File: src/rtl/apb_cmd_master_if.sv
// APB3 bus bundle shared by the command master (src) and the register slaves (sink).
interface apb_if;
    logic        psel;
    logic        penable;
    logic        pwrite;
    logic [31:0] paddr;
    logic [31:0] pwdata;
    logic [31:0] prdata;
    logic        pready;
    logic        pslverr;

    modport src (
        output psel, penable, pwrite, paddr, pwdata,
        input  prdata, pready, pslverr
    );

    modport sink (
        input  psel, penable, pwrite, paddr, pwdata,
        output prdata, pready, pslverr
    );
endinterface

File: src/rtl/apb_cmd_master.sv
// Single-outstanding APB3 initiator: valid/ready command in, valid/ready response out,
// with a bounded ACCESS phase and local error responses for unaligned or timed-out accesses.
module apb_cmd_master #(
    parameter int unsigned TIMEOUT_CYCLES = 256,
    parameter logic [31:0] ERR_DATA       = 32'hBADD_C0DE
) (
    input  logic        clk,
    input  logic        rst,
    input  logic        req_valid,
    output logic        req_ready,
    input  logic        req_write,
    input  logic [31:0] req_addr,
    input  logic [31:0] req_wdata,
    output logic        rsp_valid,
    input  logic        rsp_ready,
    output logic [31:0] rsp_rdata,
    output logic        rsp_err,
    output logic        rsp_timeout,
    apb_if.src          apbReg,
    output logic [7:0]  timeout_cnt
);

    localparam int CNT_W = (TIMEOUT_CYCLES > 2) ? $clog2(TIMEOUT_CYCLES) : 1;
    localparam logic [CNT_W-1:0] TIMEOUT_LAST =
        CNT_W'((TIMEOUT_CYCLES == 0) ? 0 : TIMEOUT_CYCLES - 1);

    typedef enum logic [1:0] {
        IDLE   = 2'd0,
        SETUP  = 2'd1,
        ACCESS = 2'd2,
        RESP   = 2'd3
    } state_t;

    state_t           state_reg;
    state_t           state_next;

    logic             write_reg;
    logic [31:0]      addr_reg;
    logic [31:0]      wdata_reg;
    logic [31:0]      rdata_reg;
    logic             err_reg;
    logic             timeout_reg;
    logic [CNT_W-1:0] wait_cnt_reg;
    logic [7:0]       timeout_cnt_reg;

    logic             unaligned;
    logic             timeout_hit;

    assign unaligned = (req_addr[1:0] != 2'b00);

    // pready wins over a coinciding expiry because timeout_hit requires pready low
    assign timeout_hit = (TIMEOUT_CYCLES != 0) && (wait_cnt_reg == TIMEOUT_LAST)
                         && !apbReg.pready;

    always_ff @(posedge clk or posedge rst) begin
        if (rst) begin
            state_reg <= IDLE;
        end else begin
            state_reg <= state_next;
        end
    end

    always_comb begin
        state_next = state_reg;
        case (state_reg)
            IDLE: begin
                if (req_valid) begin
                    state_next = unaligned ? RESP : SETUP;
                end
            end
            SETUP: begin
                state_next = ACCESS;
            end
            ACCESS: begin
                if (apbReg.pready || timeout_hit) begin
                    state_next = RESP;
                end
            end
            RESP: begin
                if (rsp_ready) begin
                    state_next = IDLE;
                end
            end
            default: begin
                state_next = IDLE;
            end
        endcase
    end

    // Handshake and bus-phase strobes are pure state decodes, so reset removes them at once
    always_comb begin
        req_ready      = (state_reg == IDLE);
        rsp_valid      = (state_reg == RESP);
        apbReg.psel    = (state_reg == SETUP) || (state_reg == ACCESS);
        apbReg.penable = (state_reg == ACCESS);
        apbReg.pwrite  = write_reg;
        apbReg.paddr   = addr_reg;
        apbReg.pwdata  = wdata_reg;
        rsp_rdata      = rdata_reg;
        rsp_err        = err_reg;
        rsp_timeout    = timeout_reg;
        timeout_cnt    = timeout_cnt_reg;
    end

    always_ff @(posedge clk or posedge rst) begin
        if (rst) begin
            write_reg       <= 1'b0;
            addr_reg        <= 32'h0;
            wdata_reg       <= 32'h0;
            rdata_reg       <= 32'h0;
            err_reg         <= 1'b0;
            timeout_reg     <= 1'b0;
            wait_cnt_reg    <= '0;
            timeout_cnt_reg <= 8'h00;
        end else begin
            case (state_reg)
                IDLE: begin
                    if (req_valid) begin
                        write_reg <= req_write;
                        addr_reg  <= req_addr;
                        wdata_reg <= req_wdata;
                        if (unaligned) begin
                            rdata_reg   <= ERR_DATA;
                            err_reg     <= 1'b1;
                            timeout_reg <= 1'b0;
                        end
                    end
                end
                SETUP: begin
                    wait_cnt_reg <= '0;
                end
                ACCESS: begin
                    if (apbReg.pready) begin
                        rdata_reg   <= write_reg ? 32'h0 : apbReg.prdata;
                        err_reg     <= apbReg.pslverr;
                        timeout_reg <= 1'b0;
                    end else if (timeout_hit) begin
                        rdata_reg   <= ERR_DATA;
                        err_reg     <= 1'b1;
                        timeout_reg <= 1'b1;
                        if (timeout_cnt_reg != 8'hFF) begin
                            timeout_cnt_reg <= timeout_cnt_reg + 8'd1;
                        end
                    end else begin
                        wait_cnt_reg <= wait_cnt_reg + 1'b1;
                    end
                end
                default: begin
                end
            endcase
        end
    end

endmodule

File: src/flat_wrapper.sv
// flat-port wrapper written by rule: the top's interface ports become plain ports
module apb_cmd_master_flat 
#(
    parameter int unsigned TIMEOUT_CYCLES = 256,
    parameter logic [31:0] ERR_DATA       = 32'hBADD_C0DE
)
  (clk, rst, req_valid, req_ready, req_write, req_addr, req_wdata, rsp_valid, rsp_ready, rsp_rdata, rsp_err, rsp_timeout, timeout_cnt, apbReg_psel, apbReg_penable, apbReg_pwrite, apbReg_paddr, apbReg_pwdata, apbReg_prdata, apbReg_pready, apbReg_pslverr);
  apb_if apbReg_i ();
  input  logic clk;
  input  logic rst;
  input  logic req_valid;
  output logic req_ready;
  input  logic req_write;
  input  logic [31:0] req_addr;
  input  logic [31:0] req_wdata;
  output logic rsp_valid;
  input  logic rsp_ready;
  output logic [31:0] rsp_rdata;
  output logic rsp_err;
  output logic rsp_timeout;
  output logic [7:0] timeout_cnt;
  output wire logic [$bits(apbReg_i.psel)-1:0] apbReg_psel;
  output wire logic [$bits(apbReg_i.penable)-1:0] apbReg_penable;
  output wire logic [$bits(apbReg_i.pwrite)-1:0] apbReg_pwrite;
  output wire logic [$bits(apbReg_i.paddr)-1:0] apbReg_paddr;
  output wire logic [$bits(apbReg_i.pwdata)-1:0] apbReg_pwdata;
  input wire logic [$bits(apbReg_i.prdata)-1:0] apbReg_prdata;
  input wire logic [$bits(apbReg_i.pready)-1:0] apbReg_pready;
  input wire logic [$bits(apbReg_i.pslverr)-1:0] apbReg_pslverr;
  assign apbReg_psel = apbReg_i.psel;
  assign apbReg_penable = apbReg_i.penable;
  assign apbReg_pwrite = apbReg_i.pwrite;
  assign apbReg_paddr = apbReg_i.paddr;
  assign apbReg_pwdata = apbReg_i.pwdata;
  assign apbReg_i.prdata = apbReg_prdata;
  assign apbReg_i.pready = apbReg_pready;
  assign apbReg_i.pslverr = apbReg_pslverr;
  apb_cmd_master #(.TIMEOUT_CYCLES(TIMEOUT_CYCLES), .ERR_DATA(ERR_DATA)) u_core (.clk(clk), .rst(rst), .req_valid(req_valid), .req_ready(req_ready), .req_write(req_write), .req_addr(req_addr), .req_wdata(req_wdata), .rsp_valid(rsp_valid), .rsp_ready(rsp_ready), .rsp_rdata(rsp_rdata), .rsp_err(rsp_err), .rsp_timeout(rsp_timeout), .apbReg(apbReg_i), .timeout_cnt(timeout_cnt));
endmodule
File: config.mk
export PLATFORM = sky130hd
export DESIGN_NAME = apb_cmd_master_flat
export DESIGN_NICKNAME = d
export VERILOG_FILES = /design/src/rtl/apb_cmd_master_if.sv /design/src/rtl/apb_cmd_master.sv /design/src/flat_wrapper.sv
export SDC_FILE = /design/constraint.sdc
export NUM_CORES = 1
export LEC_CHECK = 0
export BUFFER_PORTS_ARGS = -buffer_cell sky130_fd_sc_hd__buf_2
export CAP_MARGIN = 20
export CORE_ASPECT_RATIO = 2
export CORE_MARGIN = 2
export CORE_UTILIZATION = 47
export CTS_BUF_LIST = sky130_fd_sc_hd__clkbuf_8 sky130_fd_sc_hd__clkbuf_16
export DETAILED_ROUTE_END_ITERATION = 8
export PLACE_DENSITY = 0.76
export SLEW_MARGIN = 0
export SYNTH_ARGS = -nofsm -noshare
export SYNTH_HDL_FRONTEND = slang
export SYNTH_SLANG_ARGS = --single-unit
File: constraint.sdc
create_clock -name clk -period 3.9 [get_ports clk]
set_input_delay 0.195 -clock clk [delete_from_list [all_inputs] [get_ports clk]]
set_output_delay 0.195 -clock clk [all_outputs]
set_load 0.05 [all_outputs]
After elaboration in Yosys (flattened, before gate mapping). Index checks and enable logic that the tools add are counted. Widths: inputs -> output; s select.

Word-level logic and storage cells: 60. Output and inout port bits: 111. Register bits after elaboration: 117. Bits of input ports: 103.

Bitwise operators: 1. Reductions and logical operators: 13. Add/subtract/negate cells: 2. Equal/unequal tests: 12. Muxes and demuxes: 23.

Operators by type and width (number): $mux 32 (5); $pmux 32 s2 (1); $add 8x1->8 const B (2); $mux 8 (2); $pmux 8 s2 (1); $eq 8x8->1 const B (1); $mux 2 (4); $ne 8x8->1 const B (1); $pmux 2 s4 (1); $reduce_and 4->1 (2); $mux 1 (7); $ne 2x1->1 const B (3); $ne 2x2->1 const B (3); $reduce_and 3->1 (2); $reduce_bool 2->1 (3); $eq 2x2->1 const B (2); $pmux 1 s2 (2); $ne 3x1->1 const B (1); $eq 2x1->1 const B (1); $logic_not 2->1 (1); $logic_or 1x1->1 (2); $reduce_and 2->1 (1); $logic_and 1x1->1 (1); $logic_not 1->1 (1); $not 1->1 (1).

Longest topological paths before layout. Gate-level depths: netlist of run 1.

Depth after elaboration: 5. Depth in mapped cells: 7. Gate-level depth less buffers: 6.

Least setup slack after synthesis of run 1. OpenSTA, ideal clock, no wires.

Path type: register to register. Start point: register u_core.state_reg[0]. End point: register u_core.err_reg, in the netlist u_core.rsp_err. Slack: 1.613 ns. Library setup time: 0.125 ns. Data arrival time: 2.162 ns. Clock period less this slack: 2.287 ns. Path buffers: 1. Cell stages (with the launch flop): 7. Required time: 3.775 ns. Cell sequence: dfrtp_1 > inv_1 > ha_1 > nor2_1 > a211oi_4 > buf_6 > mux2_2.

Word-level cells in the longest chain between the ends: 3. Elaborated cells on any way between the ends: 8. Classes of those cells: eq/ne: 4; mux: 1; reduce/logical: 3.

RTL lines: start, declared (line apb_cmd_master.sv:34) `state_t state_reg;`; start signal, assigned (line apb_cmd_master.sv:59) `state_reg <= state_next;`; $eq 2x2->1 (*); net apbReg_penable (line flat_wrapper.sv:23) `output wire logic [$bits(apbReg_i.penable)-1:0] apbReg_penable;`; $ne 3x1->1 (no line) or $reduce_bool 2->1 (tied branches); $reduce_and 4->1 (no line); end signal, assigned (line apb_cmd_master.sv:135) `err_reg <= apbReg.pslverr;`; end, declared (line apb_cmd_master.sv:41) `logic err_reg;`.

Mark *: on every way through the listed nets, which the timed path passes. The rest lies on a longest branch. A chain may end at the register's enable or synchronous reset.

Worst setup path in the final report of run 1.
Start point: register u_core.state_reg[0]. End point: register u_core.rdata_reg[8], in the netlist u_core.rsp_rdata[8].

Word-level cells in the longest chain between the ends: 3. Elaborated cells on any way between the ends: 8. Classes of those cells: eq/ne: 4; mux: 1; reduce/logical: 3.

RTL lines: $eq 2x2->1 or $logic_not 2->1 (tied branches) (line apb_cmd_master.sv:116) `case (state_reg)`; $ne 3x1->1 (no line) (tied with other cells); $reduce_and 4->1 (no line); end signal, assigned (line apb_cmd_master.sv:134) `rdata_reg <= write_reg ? 32'h0 : apbReg.prdata;`; end, declared (line apb_cmd_master.sv:40) `logic [31:0] rdata_reg;`.

Parallel ways exist; a longest one is shown, timed or not.

==> results of run 1 <==
-- through the flow --
stage          hold slack (ns)  instances  total power [W]  util (%)  setup slack, ns
4_1_cts              0.0002403        757         0.007080     65.57            1.262
2_1_floorplan           0.3326        382         0.004658         -           0.6042
3_5_place_dp            0.4304        720         0.005413     59.00            1.292
3_3_place_gp            0.4258        720         0.005319     59.00            1.466
6_report             -0.006559        757         0.007020     65.57            1.308
5_1_grt               0.006359        757         0.007340     65.57           0.9531
-- metal layers --
layer	up-vias	part of all wire, %
met2	155	56
met5	-	0
met3	31	5.7
li1	1742	-
met4	0	2.7
met1	1805	36
-- Yosys cell counts, types with 2 or more instances --
library cell | number | area (um2)
o21ai_0 | 22 | 110.1
nand3_1 | 4 | 20.02
buf_2 | 6 | 30.03
a21oi_1 | 3 | 15.01
nand2b_1 | 3 | 18.77
nor2b_1 | 3 | 18.77
mux2_1 | 2 | 22.52
buf_6 | 3 | 33.78
nor2_1 | 8 | 30.03
ha_1 | 7 | 87.58
mux2i_1 | 18 | 180.2
nor3_1 | 2 | 10.01
xnor2_1 | 6 | 52.55
dfrtp_1 | 117 | 2928
and3_1 | 3 | 18.77
nand4_1 | 2 | 12.51
and2_1 | 3 | 18.77
inv_1 | 39 | 146.4
nand2_1 | 25 | 93.84
mux2_2 | 84 | 945.9
clkbuf_1 | 7 | 26.28
a31oi_1 | 4 | 25.02
-- report_power, final --
part	switching, W	internal, W	leakage, nW
clock network	0.000542	0.00110	0.302
logic	0.00246	0.000967	1.68
registers	0.000258	0.00169	1.40
-- worst max-delay path, delay by kind of cell (launching register included) --
| kind | cells | cell delay (ns) |
|---|---|---|
| adders and majority gates | 1 | 0.33 |
| buffers and inverters | 1 | 0.13 |
| DFF | 1 | 0.40 |
| muxes | 1 | 0.20 |
| and+or+nand+nor | 3 | 1.44 |
-- logic make-up (layout without fill, tap and decap cells) --
group | after synthesis | in the layout | share of synthesized area [%]
AO/OA/AOI/OAI | 36 | 36 | 4.617
adder cells (fa/ha/maj) | 7 | 7 | 1.766
multiplexers | 104 | 104 | 23.16
flip-flops | 117 | 117 | 59.03
AND/OR/NAND/NOR | 56 | 56 | 5.424
buffers and inverters | 55 | 293 | 4.768
XOR/XNOR | 7 | 7 | 1.236
-- final timing paths --
kind	start	end	slack (ns)	depth (start not counted)
worst max-delay path	u_core.state_reg[0]$_DFFE_PP0P_	u_core.rsp_rdata[8]$_DFFE_PP0P_	1.31	6
min in group clk	req_addr[18]	u_core.apbReg.paddr[18]$_DFFE_PP0P_	0.02	2
worst max register to register	u_core.state_reg[0]$_DFFE_PP0P_	u_core.rsp_rdata[8]$_DFFE_PP0P_	1.31	6
max in group asynchronous	rst	u_core.rsp_rdata[2]$_DFFE_PP0P_	2.81	3
worst min-delay path	rst	u_core.apbReg.pwdata[26]$_DFFE_PP0P_	-0.007	2
worst min register to register	u_core.timeout_cnt[6]$_DFFE_PP0P_	u_core.timeout_cnt[6]$_DFFE_PP0P_	0.49	1
-- layout make-up --
type | instances | area, um2
Fill cell | 809 | 3585
Clock inverter | 13 | 181.4
Sequential cell | 117 | 2928
Clock buffer | 19 | 452.9
Timing Repair Buffer | 222 | 1146
Tap cell | 137 | 171.4
Multi-Input combinational cell | 210 | 1798
Inverter | 39 | 148.9
==> metrics, run 1 <==
setup violators final 0; DRC 0; die extent in x about 77 um; buffers added on ports between 200 and 250; critical path class flip-flop to flip-flop; Pre-antenna DRT Iters 4; layout cell share with drive strength beyond 1 between 50 and 60%; CP max FO 21; FFs w/ async S/R, synth 100.0%; CP cell instances inv_1 > ha_1 > and2_1 > nor2b_1 > nand2_1 > mux2i_1; max_slew headroom 40.67%; post-CTS setup buffer count 0; largest net degree at the start of global routing 74; setup_tns 0 ns; CTS Buf Count 17; syn_area_per_cell ~13 um2; synthesis-to-finish area growth 37.64%; fmax 385.8 MHz; RSZ-0062 raised after global routing no; # H-tree levels 4; starting density of the core around 48%; run status finished, violations left; cts hold-fix bufs 5; CP max stage delay 0.75 ns; CTS tree done; PwrDens just over 1000 nW/um2; commonest cells after routing, fill and taps aside buf_2 (213), dfrtp_1 (117), mux2_2 (84); row cnt 53; first-pass GRT wire length about 19,000 um; Wirelength per Cell 15.15 um; YS warnings 0; MaxCap Viol Count 0; Sink Count approximately 120; Final Hold Fails 5; Synth cell types 33; Post-synth EDFFs 0; CP max-delay cell nor2b_1; Overflow after GRT 0; failing checks hold timing; Chip Height ~150 um; DP HPWL about 8500 um; DRT Wirelength approximately 11,000 um; Global Route met1 Usage between 20% and 30%; Max clock buf depth 2; Root Buffer clkbuf_16; I/O Pins between 200 and 250; GRT Overall Usage between 20% and 30%; slew at the pin closest to its max-slew limit just under 0.9 ns; Skew-Pair Late Insertion Delay approximately 0.40 ns; die area 11,440 um2; via count 3,733; clk_skew 0.008363 ns; Startpoint Class flip-flop; Post-Syn Nets 492; met3 usage in global routing 6.477%; WP data arrival 2.91 ns; initial antenna violation count 0; most common cell after layout, fill and taps aside buf_2; Gate Count Post-Synth between 300 and 400; Slew Limit Fails 0; initial drt markers about 150; Post-synth top flop dfrtp_1; Peak VDD IR between 0.6 and 0.7 mV; CTS resizes 0; Via density roughly 5; synthesized cell area roughly 5000 um2; worst hold slack -0.006559 ns; Worst Path Required about 4.2 ns; final standard cell area without fillers between 6000 and 7000 um2; CP endpoint kind flip-flop; Yosys reg bits around 120; placed cell area about 6100 um2; gr busiest metal met2; clk slew on worst S/H paths ~0.050 ns; # diodes 0; Worst Hold Class input port to async pin; Leak Pwr 3.383 nW; GPL Wtd Cong slightly above 0.8; vias in the first global route 3,997; fin crit period about 2.6 ns; M2 GR Usage 36.90%; sequential cell area fraction in the yosys report between 50% and 60%; antenna viol nets, final 0; nets a little over 700; Final Cycle Share between 60% and 70%; core area roughly 10,000 um2
Power figures use the tool's default switching activity.
==> inputs of run 2 (changes only) <==
CORE_UTILIZATION = 43   (was 47)
PLACE_DENSITY = 0.73   (was 0.76)
clock period = 2.1 ns   (was 3.9 ns; I/O delays follow)
==> run 2 against run 1 <==
  * The run now ends clean
  * Hold slack improved by 0.037 ns
  * Wire length rose by 17%
  * Total power rose by 89%
  * Clock power rose by 77%
  * Flip-flop and latch count did not move
  * Largest power group unchanged
  * Highest routed layer unchanged
==> metrics, run 2 (same netlist as run 1, synthesis figures left out) <==
buffers added on ports 213 (unchanged); Crit Reg-Reg Endpoint u_core.rsp_rdata[20]$_DFFE_PP0P_; vias in the first global route 4,463 (+12%); Startpoint Class flip-flop; run status finished clean; CP endpoint kind flip-flop; Final Hold Fails 0 (-5); CP cell instances inv_2 > ha_4 > nand2b_1 > a21oi_4 > a211oi_4 > buf_4 > clkbuf_16 > mux2_2; DP HPWL 8717 um (+2.5%); fillers 837 (+3.5%); slew at the pin closest to its max-slew limit 0.6005 ns (-0.2894 ns); max_slew headroom 59.96% (+19 points); cell count along the critical path 8 (+2); Peak VDD IR 1.204 mV (+79%); Slew Limit Fails 0 (unchanged); placed cell area 6222 um2 (+1.3%); Util after Layout 67.98% (+2.4 points); worst r2r src u_core.state_reg[0]$_DFFE_PP0P_; Hold Path Stages 3; die area 12,460 um2 (+8.9%); commonest cells after routing, fill and taps aside buf_2 (213), dfrtp_1 (117), mux2_2 (84); I/O Pins 214 (unchanged); Max clock buf depth 2 (unchanged); DRC 0 (unchanged); Final Cycle Share 96.33% (+30 points); Via density 4.840 (-1.9%); Clock power frac 21.9% (-1.5 points); critical path class flip-flop to flip-flop; # diodes 0 (unchanged); via count 4,085 (+9.4%); clk slew on worst S/H paths 0.06 ns (about the same); HP Start apbReg_pslverr; Skew-Pair Late Insertion Delay 0.40 ns (about the same); WHS Endpoint u_core.rsp_err$_DFFE_PP0P_; GPL Wtd Cong 0.8004 (-2.4%); Sink Count 117 (unchanged); CP max-delay cell dfrtp_1; CTS tree done; synthesis-to-finish area growth 54.69%; Worst Path Required 2.38 ns (-1.83 ns); antenna viol nets, final 0 (unchanged); initial drt markers 120 (-17%); Root Buffer clkbuf_16; Pre-antenna DRT Iters 4 (unchanged); layout cell share with drive strength beyond 1 49.43% (-5.1 points); fin crit period 2.023 ns (-0.5689 ns); Top delay family on crit path buffers and inverters; MaxCap Viol Count 0 (unchanged); PwrDens 1733 nW/um2 (+69%); most common cell after layout, fill and taps aside buf_2; fmax 494.3 MHz (+28%); CP max stage delay 0.40 ns (-0.35 ns); Worst R2R Path Depth 8 (+2); switching share of power 46.61% (+0.16 points); DP Worst Slack 0.07630 ns (-1.215 ns); Leak Pwr 3.739 nW (+11%); Overflow after GRT 0 (unchanged); GRT Overall Usage 21.85% (+1.0 points); Internal 0.007098 W (+89%); Worst Hold Class input port to flip-flop; initial antenna violation count 0 (unchanged); setup violators final 0 (unchanged); DRT Wirelength 13,390 um (+17%); core area 11,290 um2 (+8.4%); CTS Buf Count 17 (unchanged); sw power 0.006196 W (+90%); R2R Setup Slk 0.08 ns (-1.23 ns); setup ws final 0.07704 ns (-1.231 ns); final standard cell area without fillers 7672 um2 (+12%); first-pass GRT wire length 20,940 um (+12%); starting density of the core 43.95% (-3.7 points); Chip Height 155.9 um (+4.4%); row cnt 55 (+3.8%); WP data arrival 2.30 ns (-0.61 ns); Flop pwr share 27.4% (-0.4 points); power share of the combinational group 50.7% (+1.9 points); die extent in x 79.94 um (+4.3%); nets 799 (+11%); clk_skew 0.008574 ns (+0.0002107 ns); WP buf/inv 3 (+2); # H-tree levels 4 (unchanged); CP max FO 17 (-19%); largest net degree at the start of global routing 71 (-4.1%); Wirelength per Cell 15.86 um (+4.6%)
run 2: cell types whose count changed in the layout (fill, tap and decap cells not counted), sizes merged:
cell         previous run  this run
buf                   217       224
bufinv                  4         3
clkinv                  4         3
clkinvlp                4         5
dlygate4sd3             5        79
inv                    40        42
run 2: worst max-delay path by stage:
stage,start,to,slack (ns)
6_report,u_core.state_reg[0]$_DFFE_PP0P_,u_core.rsp_rdata[20]$_DFFE_PP0P_,0.08
5_1_grt,u_core.state_reg[0]$_DFFE_PP0P_,u_core.rsp_rdata[20]$_DFFE_PP0P_,-0.008
4_1_cts,u_core.state_reg[0]$_DFFE_PP0P_,u_core.rsp_rdata[29]$_DFFE_PP0P_,0.06
3_5_place_dp,u_core.state_reg[0]$_DFFE_PP0P_,u_core.rsp_rdata[31]$_DFFE_PP0P_,0.08
3_3_place_gp,u_core.state_reg[0]$_DFFE_PP0P_,u_core.rsp_rdata[4]$_DFFE_PP0P_,0.16
2_1_floorplan,u_core.state_reg[0]$_DFFE_PP0P_,u_core.rsp_err$_DFFE_PP0P_,0.03
run 2: timing repair:
item | 4_1_cts | 5_1_grt
endpoints found under the setup margin | 0 | 20
endpoints found under the hold margin | 195 | 0
hold buffers | 79 | 0
resized for setup | 0 | 2
setup buffers | 0 | 3
run 2: routing by layer:
metal	vias to the layer above	wire [um]	GRT usage, %
met1	1982	4716	22.68
met5	-	0	0
met3	42	747	6.944
li1	1903	-	-
met4	0	465	10.25
met2	158	7456	38.93
run 2: worst register-to-register path, delay by kind of cell (launching register included):
kind            cells  cell delay [ns]
compound gates      2             0.28
fa+ha+maj           1             0.19
buf+inv             3             0.48
flops               1             0.40
mux                 1             0.35
simple gates        1             0.20
run 2: metrics by stage:
stage / TNS, ns / hold WS (ns) / cells / power (W)
3_5_place_dp: 0 / 0.2535 / 729 / 0.01015
2_1_floorplan: 0 / 0.2426 / 382 / 0.008668
6_report: 0 / 0.03037 / 844 / 0.01329
4_1_cts: 0 / 0.01022 / 840 / 0.01323
3_3_place_gp: 0 / 0.2481 / 729 / 0.009985
5_1_grt: -0.007971 / 0.03548 / 844 / 0.01388
run 2: power groups by stage:
| stage | Sequential, W | Combinational, W | Clock, W |
|---|---|---|---|
| global route | 0.00375 | 0.00706 | 0.00307 |
| CTS | 0.00364 | 0.00661 | 0.00298 |
| global placement | 0.00361 | 0.00637 | 0 |
| detailed placement | 0.00367 | 0.00648 | 0 |
| floorplan | 0.00656 | 0.00211 | 0 |
| finish | 0.00365 | 0.00674 | 0.00291 |
run 2: layout make-up:
class,instances,area [um2],area share (%)
Timing Repair Buffer,304,2002,26.09
Clock inverter,14,162.7,2.120
Tap cell,142,177.7,2.316
Clock buffer,18,439.2,5.724
Sequential cell,117,2928,38.16
Multi-Input combinational cell,210,1813,23.63
Inverter,39,150.1,1.957
==> inputs of run 3 (changes only) <==
--- a/constraint.sdc
+++ b/constraint.sdc
@@ -3,2 +3,2 @@
 set_output_delay 0.105 -clock clk [all_outputs]
-set_load 0.05 [all_outputs]
+set_load 0.005 [all_outputs]
==> run 3 against run 2 <==
  * Register-to-register slack improved by 0.05 ns
  * Wire length increased by 1.0%
  * Clock power is essentially flat
  * Sequential share of layout area increased by 0.094 points
  * Core utilization decreased by 0.17 points
  * Total power decreased by 24%
  * Flip-flop and latch count unchanged
  * Die area is the same
==> metrics, run 3 (same netlist as run 1, synthesis figures left out) <==
Util after Layout 67.82% (-0.17 points); Crit Reg-Reg Endpoint u_core.rsp_rdata[4]$_DFFE_PP0P_; CTS tree done; Peak VDD IR 0.9489 mV (-21%); R2R Setup Slk 0.13 ns (+0.05 ns); Top delay family on crit path buffers and inverters; Pre-antenna DRT Iters 4 (unchanged); post-CTS setup buffer count 0 (unchanged); Post-Layout Cell Count 843 (-0.12%); fillers 813 (-2.9%); clk slew on worst S/H paths 0.05 ns (about the same); Root Buffer clkbuf_16; I/O Pins 214 (unchanged); cell count along the critical path 6 (-2); fin crit period 1.972 ns (-0.05124 ns); commonest cells after routing, fill and taps aside buf_2 (213), dfrtp_1 (117), mux2_2 (84); via count 4,055 (-0.73%); sw power 0.003010 W (-51%); CP endpoint kind flip-flop; clk_skew 0.007384 ns (-0.001190 ns); die area 12,460 um2 (unchanged); GRT Overall Usage 22.09% (+0.24 points); # diodes 0 (unchanged); DP HPWL 9023 um (+3.5%); PwrDens 1317 nW/um2 (-24%); GPL Wtd Cong 0.8117 (+1.4%); Slew Limit Fails 0 (unchanged); CP max-delay cell dfrtp_1; run status finished clean; slew at the pin closest to its max-slew limit 0.5741 ns (-0.02640 ns); buffers added on ports 213 (unchanged); WP buf/inv 2 (-1); worst hold slack 0.03970 ns (+0.009340 ns); core area 11,290 um2 (unchanged); initial antenna violation count 0 (unchanged); CTS Buf Count 17 (unchanged); Max clock buf depth 2 (unchanged); Final Hold Fails 0 (unchanged); nets 799 (unchanged); row cnt 55 (unchanged); Leak Pwr 3.741 nW (about the same); Post-Place Cells 733 (+0.55%); die extent in x 79.94 um (unchanged); DRC 0 (unchanged); synthesis-to-finish area growth 54.31%; Wirelength per Cell 16.04 um (+1.2%); Chip Height 155.9 um (unchanged); # H-tree levels 4 (unchanged); Clock power frac 29.0% (+7.1 points); Worst Hold Class input port to flip-flop; largest net degree at the start of global routing 66 (-7.0%); Sink Count 117 (unchanged); layout cell share with drive strength beyond 1 49.36% (-0.072 points); most common cell after layout, fill and taps aside buf_2; Flop pwr share 36.2% (+8.8 points); antenna viol nets, final 0 (unchanged); Overflow after GRT 0 (unchanged); Via density 4.810 (-0.62%); WP data arrival 2.24 ns (-0.06 ns); Worst Path Required 2.37 ns (about the same); Skew-Pair Late Insertion Delay 0.40 ns (about the same); switching share of power 29.86% (-17 points); RSZ-0062 raised after global routing no; worst r2r src u_core.state_reg[0]$_DFFE_PP0P_; critical path class flip-flop to flip-flop; first-pass GRT wire length 21,180 um (+1.1%); area of the multi-input gates 1803 um2 (-0.55%); setup violators final 0 (unchanged); Worst R2R Path Depth 6 (-2); Reg area 2928 um2 (unchanged); starting density of the core 43.95% (unchanged); MaxCap Viol Count 0 (unchanged); Startpoint Class flip-flop; CP max stage delay 0.39 ns (about the same); initial drt markers 149 (+24%); power share of the combinational group 34.8% (-16 points); max_slew headroom 61.72% (+1.8 points); fmax 507.2 MHz (+2.6%); Final Cycle Share 93.89% (-2.4 points); setup_tns 0 ns (unchanged); CP max FO 34 (+17); Internal 0.007070 W (-0.40%); CP cell instances inv_1 > ha_1 > nor2_1 > a211oi_4 > buf_12 > mux2_2; DRT Wirelength 13,520 um (+1.0%); vias in the first global route 4,415 (-1.1%); Worst setup endpoint u_core.rsp_rdata[4]$_DFFE_PP0P_; Critical Path Start u_core.state_reg[0]$_DFFE_PP0P_
## run 3: cell types whose count changed in the layout (fill, tap and decap cells not counted)
cell	before	now
nand2b_2	0	1
clkbuf_16	18	17
ha_4	1	0
clkinv_4	2	0
inv_2	1	0
buf_4	8	9
clkinvlp_4	5	4
clkbuf_8	1	4
ha_1	5	6
inv_6	1	0
clkinv_2	1	2
nand2b_1	3	2
## run 3: worst reg2reg max path: cells and delay by family (launching register included)
family / cells / cell delay [ns]
buffers and inverters: 2 / 0.40
flip-flops: 1 / 0.39
AO/OA/AOI/OAI: 1 / 0.27
multiplexers: 1 / 0.40
adder cells (fa/ha/maj): 1 / 0.28
AND/OR/NAND/NOR: 1 / 0.11
## run 3: stage by stage
step / cell area (um2) / setup WS, ns / total power, W
floorplan: 4964 / 0.1356 / 0.005574
global placement: 6247 / 0.2027 / 0.006871
detailed placement: 6247 / 0.09066 / 0.007048
CTS: 7649 / 0.06452 / 0.01013
global route: 7654 / 0.03746 / 0.01066
finish: 7654 / 0.1283 / 0.01008
## run 3: power groups by stage
stage          sequential, W  combinational [W]  clock (W)
2_1_floorplan        0.00367            0.00191          0
3_3_place_gp         0.00361            0.00326          0
3_5_place_dp         0.00366            0.00339          0
4_1_cts              0.00364            0.00352    0.00297
5_1_grt              0.00376            0.00382    0.00308
6_report             0.00365            0.00351    0.00292
## run 3: timing repair
item | CTS | global route
setup endpoints to repair | 0 | 21
endpoints found under the hold margin | 99 | 0
resized for setup | 0 | 2
hold buffers | 79 | 0
## run 3: area by class of cell
class | count | area share [%]
clock inverters | 10 | 1.700
well taps | 142 | 2.321
flip-flops and latches | 117 | 38.25
clock buffers | 21 | 6.278
inverters | 39 | 1.962
multi-input cells | 210 | 23.56
repair buffers | 304 | 25.93
## run 3: how the worst min path moves through the flow
| stage | start | to | cells past startpoint |
|---|---|---|---|
| final | apbReg_pslverr | u_core.rsp_err$_DFFE_PP0P_ | 3 |
| after detailed placement | rst | u_core.apbReg.pwdata[31]$_DFFE_PP0P_ | 2 |
| after global routing | apbReg_pslverr | u_core.rsp_err$_DFFE_PP0P_ | 3 |
| after CTS | apbReg_pslverr | u_core.rsp_err$_DFFE_PP0P_ | 3 |
| after floorplan | apbReg_prdata[0] | u_core.rsp_rdata[0]$_DFFE_PP0P_ | 2 |
| after global placement | rst | u_core.apbReg.paddr[15]$_DFFE_PP0P_ | 2 |
## run 3: per-layer routing
metal / track usage, % / wire length [um] / vias up
li1: - / - / 1903
met1: 22.09 / 4640 / 1965
met2: 40.48 / 7695 / 148
met3: 5.787 / 660 / 39
met4: 11.54 / 525 / 0
met5: 0 / 0 / -
